$ cat config.mk
export PLATFORM = sky130hd
export DESIGN_NAME = ps2_rx
export DESIGN_NICKNAME = d
export VERILOG_FILES = /design/src/rtl/ps2_pkg.sv /design/src/rtl/ps2_clk_filter.sv /design/src/rtl/ps2_rx.sv
export SDC_FILE = /design/constraint.sdc
export NUM_CORES = 1
export LEC_CHECK = 0
export ABC_CLOCK_PERIOD_IN_PS = 3400
export BUFFER_PORTS_ARGS = -buffer_cell sky130_fd_sc_hd__buf_2
export CAP_MARGIN = 40
export CORE_MARGIN = 2
export CORE_UTILIZATION = 35
export DETAILED_ROUTE_END_ITERATION = 12
export PLACE_DENSITY = 0.51
export SYNTH_ARGS = -nofsm -noshare
export SYNTH_HDL_FRONTEND = slang
export SYNTH_HIERARCHICAL = 1
export SYNTH_SLANG_ARGS = --single-unit
$ cat constraint.sdc
create_clock -name clk -period 3.4 [get_ports clk]
set_input_delay 0.17 -clock clk [delete_from_list [all_inputs] [get_ports clk]]
set_output_delay 0.17 -clock clk [all_outputs]
set_load 0.01 [all_outputs]
$ cat src/rtl/ps2_pkg.sv
`default_nettype none
// ============================================================================
// Module      : ps2_pkg
// Description : Shared definitions for the PS/2 receive path: receiver state
//               encoding, frame geometry, default clock-filter depth and an
//               odd-parity helper.
// Revision    : 1.0 - initial release
// ============================================================================
package ps2_pkg;

    // Receiver states. The width is explicit so the encoding never depends on
    // the number of states.
    typedef enum logic [1:0] {
        ST_IDLE = 2'd0,
        ST_DPS  = 2'd1,   // data, parity and stop bits
        ST_LOAD = 2'd2
    } ps2_rx_state_t;

    // Frame geometry: start + 8 data + parity + stop.
    localparam int DATA_BITS  = 8;
    localparam int FRAME_BITS = 11;

    // Default ps2c glitch-filter depth in clk cycles.
    localparam int FILTER_LEN_DEFAULT = 8;

    // Returns 1 when data + parity bits hold an even number of ones, which
    // is a parity failure under odd parity.
    function automatic logic odd_parity_error(input logic [DATA_BITS:0] bits);
        return ~(^bits);
    endfunction

endpackage : ps2_pkg
`default_nettype wire

$ cat src/rtl/ps2_clk_filter.sv
`default_nettype none
// ============================================================================
// Module      : ps2_clk_filter
// Description : Glitch filter and falling-edge detector for the PS/2 clock
//               line. The filtered level only changes once FILTER_LEN
//               consecutive samples agree, so short pulses are discarded.
// Ports       : clk         - system clock
//               reset_n     - asynchronous, active-low reset
//               i_ps2c      - raw PS/2 clock line
//               o_fall_edge - one-cycle pulse on a filtered high-to-low edge
// Revision    : 1.0 - initial release
// ============================================================================
module ps2_clk_filter
    import ps2_pkg::*;
#(
    parameter int FILTER_LEN = FILTER_LEN_DEFAULT
) (
    input  logic clk,
    input  logic reset_n,
    input  logic i_ps2c,
    output logic o_fall_edge
);

    logic [FILTER_LEN-1:0] r_filter;
    logic                  r_f_ps2c;
    logic                  w_f_ps2c_next;

    always_ff @(posedge clk or negedge reset_n) begin
        if (!reset_n) begin
            r_filter <= '0;
            r_f_ps2c <= 1'b0;
        end else begin
            r_filter <= {i_ps2c, r_filter[FILTER_LEN-1:1]};
            r_f_ps2c <= w_f_ps2c_next;
        end
    end

    // Hysteresis: keep the previous filtered level until the whole window
    // agrees on a new one.
    always_comb begin
        w_f_ps2c_next = r_f_ps2c;
        if (&r_filter) begin
            w_f_ps2c_next = 1'b1;
        end else if (~|r_filter) begin
            w_f_ps2c_next = 1'b0;
        end
    end

    // Reset leaves the filtered level low, so an idle-high line produces a
    // rising transition after reset but never a falling edge.
    assign o_fall_edge = r_f_ps2c & ~w_f_ps2c_next;

endmodule : ps2_clk_filter
`default_nettype wire

$ cat src/rtl/ps2_rx.sv
`default_nettype none
// ============================================================================
// Module      : ps2_rx
// Description : Host-side PS/2 receiver. Captures device-to-host frames
//               (start, 8 data LSB first, odd parity, stop) and presents the
//               byte together with parity/framing status on a done tick.
//               Stalled frames are aborted after TIMEOUT_CYC idle cycles.
// Ports       : clk          - system clock
//               reset_n      - asynchronous, active-low reset
//               rx_en        - enables frame start and continuation
//               ps2d         - PS/2 data line (sampled)
//               ps2c         - PS/2 clock line (sampled)
//               rx_idle      - high while waiting for a start bit
//               rx_done_tick - one-cycle pulse when a frame completes
//               dout         - last received byte
//               parity_err   - parity failure of the last frame
//               frame_err    - stop bit was 0 in the last frame
//               timeout_tick - one-cycle pulse on timeout abort
// Revision    : 1.0 - initial release
// ============================================================================
module ps2_rx
    import ps2_pkg::*;
#(
    parameter int FILTER_LEN  = FILTER_LEN_DEFAULT,
    parameter int TIMEOUT_CYC = 10000
) (
    input  logic       clk,
    input  logic       reset_n,
    input  logic       rx_en,
    input  logic       ps2d,
    input  logic       ps2c,
    output logic       rx_idle,
    output logic       rx_done_tick,
    output logic [7:0] dout,
    output logic       parity_err,
    output logic       frame_err,
    output logic       timeout_tick
);

    localparam int TO_W = $clog2(TIMEOUT_CYC);
    localparam int SH_W = FRAME_BITS - 1;          // data + parity + stop

    localparam logic [TO_W-1:0] c_to_last  = TO_W'(TIMEOUT_CYC - 1);
    localparam logic [3:0]      c_cnt_load = 4'(FRAME_BITS - 2);

    logic            w_fall_edge;

    ps2_rx_state_t   r_state, w_state_next;
    logic [3:0]      r_bit_cnt, w_bit_cnt_next;
    logic [SH_W-1:0] r_shift, w_shift_next;
    logic [TO_W-1:0] r_to_cnt, w_to_cnt_next;
    logic [7:0]      r_dout, w_dout_next;
    logic            r_parity_err, w_parity_err_next;
    logic            r_frame_err, w_frame_err_next;

    ps2_clk_filter #(
        .FILTER_LEN (FILTER_LEN)
    ) u_clk_filter (
        .clk         (clk),
        .reset_n     (reset_n),
        .i_ps2c      (ps2c),
        .o_fall_edge (w_fall_edge)
    );

    // ------------------------------------------------------------------
    // State and datapath registers
    // ------------------------------------------------------------------
    always_ff @(posedge clk or negedge reset_n) begin
        if (!reset_n) begin
            r_state      <= ST_IDLE;
            r_bit_cnt    <= '0;
            r_shift      <= '0;
            r_to_cnt     <= '0;
            r_dout       <= '0;
            r_parity_err <= 1'b0;
            r_frame_err  <= 1'b0;
        end else begin
            r_state      <= w_state_next;
            r_bit_cnt    <= w_bit_cnt_next;
            r_shift      <= w_shift_next;
            r_to_cnt     <= w_to_cnt_next;
            r_dout       <= w_dout_next;
            r_parity_err <= w_parity_err_next;
            r_frame_err  <= w_frame_err_next;
        end
    end

    // ------------------------------------------------------------------
    // Next-state and output logic
    // ------------------------------------------------------------------
    always_comb begin
        w_state_next      = r_state;
        w_bit_cnt_next    = r_bit_cnt;
        w_shift_next      = r_shift;
        w_to_cnt_next     = r_to_cnt;
        w_dout_next       = r_dout;
        w_parity_err_next = r_parity_err;
        w_frame_err_next  = r_frame_err;
        rx_idle           = 1'b0;
        rx_done_tick      = 1'b0;
        timeout_tick      = 1'b0;

        case (r_state)
            ST_IDLE: begin
                rx_idle = 1'b1;
                // A falling edge with ps2d high is not a start bit.
                if (w_fall_edge && rx_en && !ps2d) begin
                    w_bit_cnt_next = c_cnt_load;
                    w_to_cnt_next  = '0;
                    w_state_next   = ST_DPS;
                end
            end

            ST_DPS: begin
                // Abort beats timeout beats a coincident clock edge.
                if (!rx_en) begin
                    w_state_next = ST_IDLE;
                end else if (r_to_cnt == c_to_last) begin
                    timeout_tick = 1'b1;
                    w_state_next = ST_IDLE;
                end else if (w_fall_edge) begin
                    w_shift_next  = {ps2d, r_shift[SH_W-1:1]};
                    w_to_cnt_next = '0;
                    if (r_bit_cnt == 4'd0) begin
                        w_state_next = ST_LOAD;
                    end else begin
                        w_bit_cnt_next = r_bit_cnt - 4'd1;
                    end
                end else begin
                    w_to_cnt_next = r_to_cnt + TO_W'(1);
                end
            end

            ST_LOAD: begin
                // Erroneous frames still deliver their byte; the flags tell
                // the consumer whether to trust it.
                w_dout_next       = r_shift[DATA_BITS-1:0];
                w_parity_err_next = odd_parity_error(r_shift[DATA_BITS:0]);
                w_frame_err_next  = ~r_shift[SH_W-1];
                rx_done_tick      = 1'b1;
                w_state_next      = ST_IDLE;
            end

            default: begin
                w_state_next = ST_IDLE;
            end
        endcase
    end

    assign dout       = r_dout;
    assign parity_err = r_parity_err;
    assign frame_err  = r_frame_err;

endmodule : ps2_rx
`default_nettype wire

# Word level (Yosys, flattened, before mapping)
# Index checks and enable logic that the tools add are counted.
# classes
add_sub_neg	2
bitwise	5
n_eq_ne	10
muxes	24
reduce_logical	13
# ops
op	n
14-bit two-way mux	4
14-bit one-hot mux with 2 select lines	1
4-bit two-way mux	5
14-bit by 1-bit adder with 14-bit output, second input constant	1
14-bit == test, second input constant	1
2-bit two-way mux	5
2-bit inequality test, second input constant	5
9-bit parity	1
4-bit inequality test, second input constant	2
4-bit one-hot mux with 2 select lines	1
4-bit AND reduction	2
8-bit AND reduction	1
8-bit OR reduction	1
1-bit two-way mux	7
6-bit AND reduction	1
4-bit logical NOT	1
1-bit NOT	4
2-bit one-hot mux with 2 select lines	1
4-bit by 1-bit subtractor with 4-bit output, second input constant	1
3-bit AND reduction	1
2-bit by 1-bit == test with 1-bit output, second input constant	1
2-bit == test, second input constant	1
1-bit logical AND	2
2-bit logical NOT	1
other kinds (3)	3
# totals
inputBits	5
word_cells	63
regBits	49
output_inout_bits	13

# Longest topological paths before layout
# depth
word_depth	9
ltp_mapped	9
depth_no_buf	7

# By module
# Netlist, hierarchy kept.
# by_module_without_submodules
mod	cells_per_inst	area_each_um2	instances	seq_area_each_um2
ps2_rx	195	2005.7	1	1001.0
ps2_clk_filter	16	281.5	1	225.2

# Worst setup path after synthesis
# OpenSTA, ideal clock, no wires.
# synth_timing
path_kind	register -> register
from	register r_to_cnt[11]
to	register r_shift[2]
n_path_buf	1
setup_slack_ps	1259
arrival_time_ps	2016
path_stages_with_launch	6
setup_ps	125
required_ps	3275
synth_period_minus_slack_ps	2141
cell_sequence	dfrtp_1 > or4_4 > or4_4 > nand3_2 > buf_6 > mux2_2
# synth_via
elab_chain_cells	3
# synth_rtl
item	line_no	text
start: declaration	ps2_rx.sv:51	logic [TO_W-1:0] r_to_cnt, w_to_cnt_next;
start signal: assignment	ps2_rx.sv:81	r_to_cnt <= w_to_cnt_next;
14-bit == test	ps2_rx.sv:118	end else if (r_to_cnt == c_to_last) begin
1-bit NOT (no line)	-	
4-bit AND reduction (no line)	-	
end signal: assignment	ps2_rx.sv:80	r_shift <= w_shift_next;
end: declaration	ps2_rx.sv:50	logic [SH_W-1:0] r_shift, w_shift_next;
# Every way passes these cells.
# A chain may end at the register's enable or synchronous reset.

# Worst setup path in the final report
# layout_timing
from	register r_to_cnt[11]
to	register r_shift[7]
# The elaborated chain is that of the path after synthesis.

==> summary.txt <==
FINAL LAYOUT
-----------------------------------------------------------------------------------------------
Post-route design area ...........................................................   2580 sq um
Share of post-route cells with drive strength above 1 ............................       22.13%
Share of the core filled with cells in the final layout ..........................       40.63%
Area growth, synth to finish .....................................................       12.80%
Antenna cells ....................................................................            0
Total Nets Final .................................................................          241

SYNTH
-----------------------------------------------------------------------------------------------
Syn_area_per_cell ................................................................  10.84 sq um
Largest cells by area after synthesis ............................................ sky130_fd_sc_hd__dfrtp_1, sky130_fd_sc_hd__mux2_2, sky130_fd_sc_hd__o21ai_0
Mux cell area share after synthesis ..............................................       9.300%
Simple-gate area share of the yosys netlist ......................................       17.67%
Share of synthesized flip-flops with an asynchronous set or reset ................       100.0%
Number of instances in the synthesized netlist ...................................          211
Area share of fa/ha/maj cells after synthesis ....................................       1.094%
Cell taking the most area after synthesis ........................................ sky130_fd_sc_hd__dfrtp_1
Most frequent cells after synthesis .............................................. sky130_fd_sc_hd__dfrtp_1, sky130_fd_sc_hd__o21ai_0, sky130_fd_sc_hd__nand2_1, sky130_fd_sc_hd__mux2_2, sky130_fd_sc_hd__nor2_1
Flip-flop cell with the highest count after synthesis ............................ sky130_fd_sc_hd__dfrtp_1
Post-synthesis share of cell area spent on xor and xnor gates ....................       3.063%
Number of enable-type register cells in the synthesized netlist ..................            0
Most used standard cell by instance count after synthesis ........................ sky130_fd_sc_hd__dfrtp_1
Dominant combinational cell family by area after synthesis ....................... simple AND/OR/NAND/NOR gates
Synth Net Count ..................................................................          218
Number of synthesis warnings .....................................................            6
Post-synthesis instance area .....................................................   2287 sq um
Compound-Gate Fraction of Synth Area .............................................       11.93%
Number of distinct standard cells referenced by the synthesized netlist ..........           42
Top cell type's share of synthesized area ........................................       53.61%
Number of synthesized register bits ..............................................           49
Proportion of synthesized chip area in sequential cells ..........................       53.61%

DETAILED ROUTING
-----------------------------------------------------------------------------------------------
Number of iterations in the first detailed-routing pass ..........................            4
DRC violation count after routing ................................................            0
Number of vias in the routed layout ..............................................         1602
Post-route antenna net violation count ...........................................            0
Total length of routed wires .....................................................     4.315 mm
DRC marker count from the first detailed-route iteration .........................           57
Avg WL per Cell ..................................................................     13.83 um
Vias per inst ....................................................................        5.135

TIMING
-----------------------------------------------------------------------------------------------
Setup TNS ........................................................................         0 ns
Slew of the pin with the lowest slew margin ......................................    0.7629 ns
Post-layout minimum cycle time ...................................................     2.262 ns
Achievable frequency .............................................................    442.2 MHz
Final Hold Fails .................................................................            0
Tcrit/Tclk final .................................................................       66.52%
Total of endpoints with negative setup slack in the final report .................            0
Worst-case hold slack ............................................................    0.1174 ns
RSZ-0062 raised after global routing .............................................           no
Max Transition Viols Final .......................................................            0
Final Skew .......................................................................  0.008386 ns
Worst slew margin relative to its limit ..........................................       48.95%

MIN PATH
-----------------------------------------------------------------------------------------------
Number of cells traversed by the worst hold path .................................            2
Worst min-delay path category .................................................... primary input to flip-flop
Hold-critical path endpoint ......................................................   r_shift[9]
Min-delay src ....................................................................         ps2d

POWER AND IR DROP
-----------------------------------------------------------------------------------------------
PnR Total Power ..................................................................   0.001033 W
Power density relative to cell area .............................................. 400.6 nW/um^2
Max IR drop VDD ..................................................................  0.0001999 V
Leak .............................................................................     1.205 nW

CLOCK TREE
-----------------------------------------------------------------------------------------------
Clock input transition at the sequential cells of the worst setup and hold paths .      0.08 ns
Sink Count .......................................................................           49
Longest Clk Path Bufs ............................................................            2
Cell at the root of the clock tree ............................................... sky130_fd_sc_hd__clkbuf_8
Clock insertion delay at the later pin of the skew report ........................      0.31 ns
H-tree lvl count .................................................................            2
Number of CTS-inserted buffers ...................................................            5
Clock tree from TritonCTS ........................................................         done
Setup bufs post-CTS ..............................................................            0

SETUP PATH
-----------------------------------------------------------------------------------------------
Capture instance of the worst register-to-register path ..........................   r_shift[7]
Nature of the critical path startpoint ...........................................    flip-flop
Maximum net fanout on the critical path ..........................................           11
Largest delay share family, worst path ........................................... simple AND/OR/NAND/NOR gates
Worst path buffer plus inverter count ............................................            0
Worst Setup Path Type ............................................................ flip-flop to flip-flop
Data required, critical path .....................................................      3.59 ns
Number of cell instances on the worst register-to-register path ..................            4
CP most frequent cell ............................................................ sky130_fd_sc_hd__or4_4
Critical path capture point type .................................................    flip-flop
Setup slack, reg-to-reg ..........................................................      1.14 ns
Critical Path, Cell by Cell ...................................................... or4_4 -> or4_4 -> nand3_2 -> mux2_2
Crit. path cell count ............................................................            4
Master of the slowest instance on the critical path .............................. sky130_fd_sc_hd__or4_4
R2R Path Start ................................................................... r_to_cnt[11]
Slowest Stage Delay on Critical Path .............................................      0.57 ns
Worst endpoint data arrival time .................................................      2.45 ns

OUTCOME
-----------------------------------------------------------------------------------------------
Outcome .......................................................................... finished clean

PLACEMENT
-----------------------------------------------------------------------------------------------
Post-DP Area .....................................................................   2449 sq um
Final estimated routing congestion in global placement ...........................       0.7573
PortBufs .........................................................................           17
Dpl hpwl .........................................................................     3.027 mm

GRT
-----------------------------------------------------------------------------------------------
Pin count of the biggest net entering global routing .............................           33
Global-route congestion overflow total ...........................................            0
Global-route usage over all layers ...............................................       13.09%
Global-route wire length before repair ...........................................     7.486 mm
Number of antenna violations at the first check in global routing ................            0
Vias in the first global route ...................................................         1573

JOB
-----------------------------------------------------------------------------------------------
Max cap viols ....................................................................            0

FLOORPLAN
-----------------------------------------------------------------------------------------------
Starting density of the core .....................................................       36.02%
I/O pin count ....................................................................           18
Site Rows ........................................................................           29
Core footprint ...................................................................   6350 sq um
Full die area ....................................................................   7198 sq um
Vert. Die Dim ....................................................................     84.84 um
Die Wd ...........................................................................     84.84 um

[per-stage QoR]
step,instances,setup WS [ns]
2_1_floorplan,211,1.259
3_3_place_gp,302,1.158
6_report,312,1.138
4_1_cts,312,1.130
5_1_grt,312,0.9097
3_5_place_dp,302,1.141
[kinds of logic (layout without fill, tap and decap cells)]
logic type,count (synthesis),in the layout
AND/OR/NAND/NOR,73,73
flip-flops,49,49
AO/OA/AOI/OAI,44,44
multiplexers,19,19
buffers and inverters,16,40
XOR/XNOR,8,8
adder cells (fa/ha/maj),2,2
[repair_timing]
item,CTS,global route
hold endpoints to repair,18,0
hold buffers,2,0
resized for setup,0,0
[worst reg2reg max path, delay by kind of cell, from the launching register on]
family	cells	cell delay, ns
flops	1	0.42
simple gates	3	1.36
mux	1	0.37
[power by group]
group	internal (W)	total, W	switching [W]
Combinational	0.00000743	0.0000221	0.0000147
Clock	0.000221	0.000416	0.000195
Sequential	0.000589	0.000595	0.00000609
Total	0.000818	0.00103	0.000216
[layout by cell type (no fill, tap or decap), types with 3 or more instances in the layout]
master,n
sky130_fd_sc_hd__xnor2_1,6
sky130_fd_sc_hd__dfrtp_1,49
sky130_fd_sc_hd__mux2_2,16
sky130_fd_sc_hd__nand3_1,8
sky130_fd_sc_hd__o21ai_0,24
sky130_fd_sc_hd__inv_1,11
sky130_fd_sc_hd__a21oi_1,6
sky130_fd_sc_hd__or3_1,4
sky130_fd_sc_hd__nor2_1,12
sky130_fd_sc_hd__clkbuf_8,5
sky130_fd_sc_hd__nand2_1,18
sky130_fd_sc_hd__buf_2,17
sky130_fd_sc_hd__and3_1,3
sky130_fd_sc_hd__nor3_1,5
sky130_fd_sc_hd__nor2b_1,5
sky130_fd_sc_hd__nand4_1,3
sky130_fd_sc_hd__o21ai_1,5
[registers in the layout, indices dropped and copies added (netlist names)]
name                   count
parity_err                 1
u_clk_filter/r_f_ps2c      1
r_bit_cnt                  4
frame_err                  1
r_to_cnt                  14
dout                       8
u_clk_filter/r_filter      8
r_state                    2
r_shift                   10
[worst max-delay path by stage]
stage	slack, ns	to	from
final	1.14	r_shift[7]	r_to_cnt[11]
after CTS	1.13	r_to_cnt[1]	r_to_cnt[11]
after global routing	0.91	r_to_cnt[6]	u_clk_filter/r_filter[1]
after floorplan	1.26	r_shift[2]	r_to_cnt[11]
after global placement	1.16	r_shift[2]	r_to_cnt[11]
after detailed placement	1.14	r_to_cnt[1]	r_to_cnt[11]
[layer usage]
layer	vias up	part of all wire [%]	track usage [%]
li1	792	-	-
met1	786	52	17.86
met2	18	44	20.26
met3	6	2.8	3.016
met4	0	1.7	5.195
met5	-	0	0
[layout make-up]
type,count,area (sq um)
multi-input cells,146,984.7
well taps,77,96.34
flip-flops and latches,49,1226
clock buffers,6,72.57
repair buffers,21,120.1
fillers,627,3770
clock inverters,2,38.79
inverters,11,41.29
(Power assumes the default switching activity.)
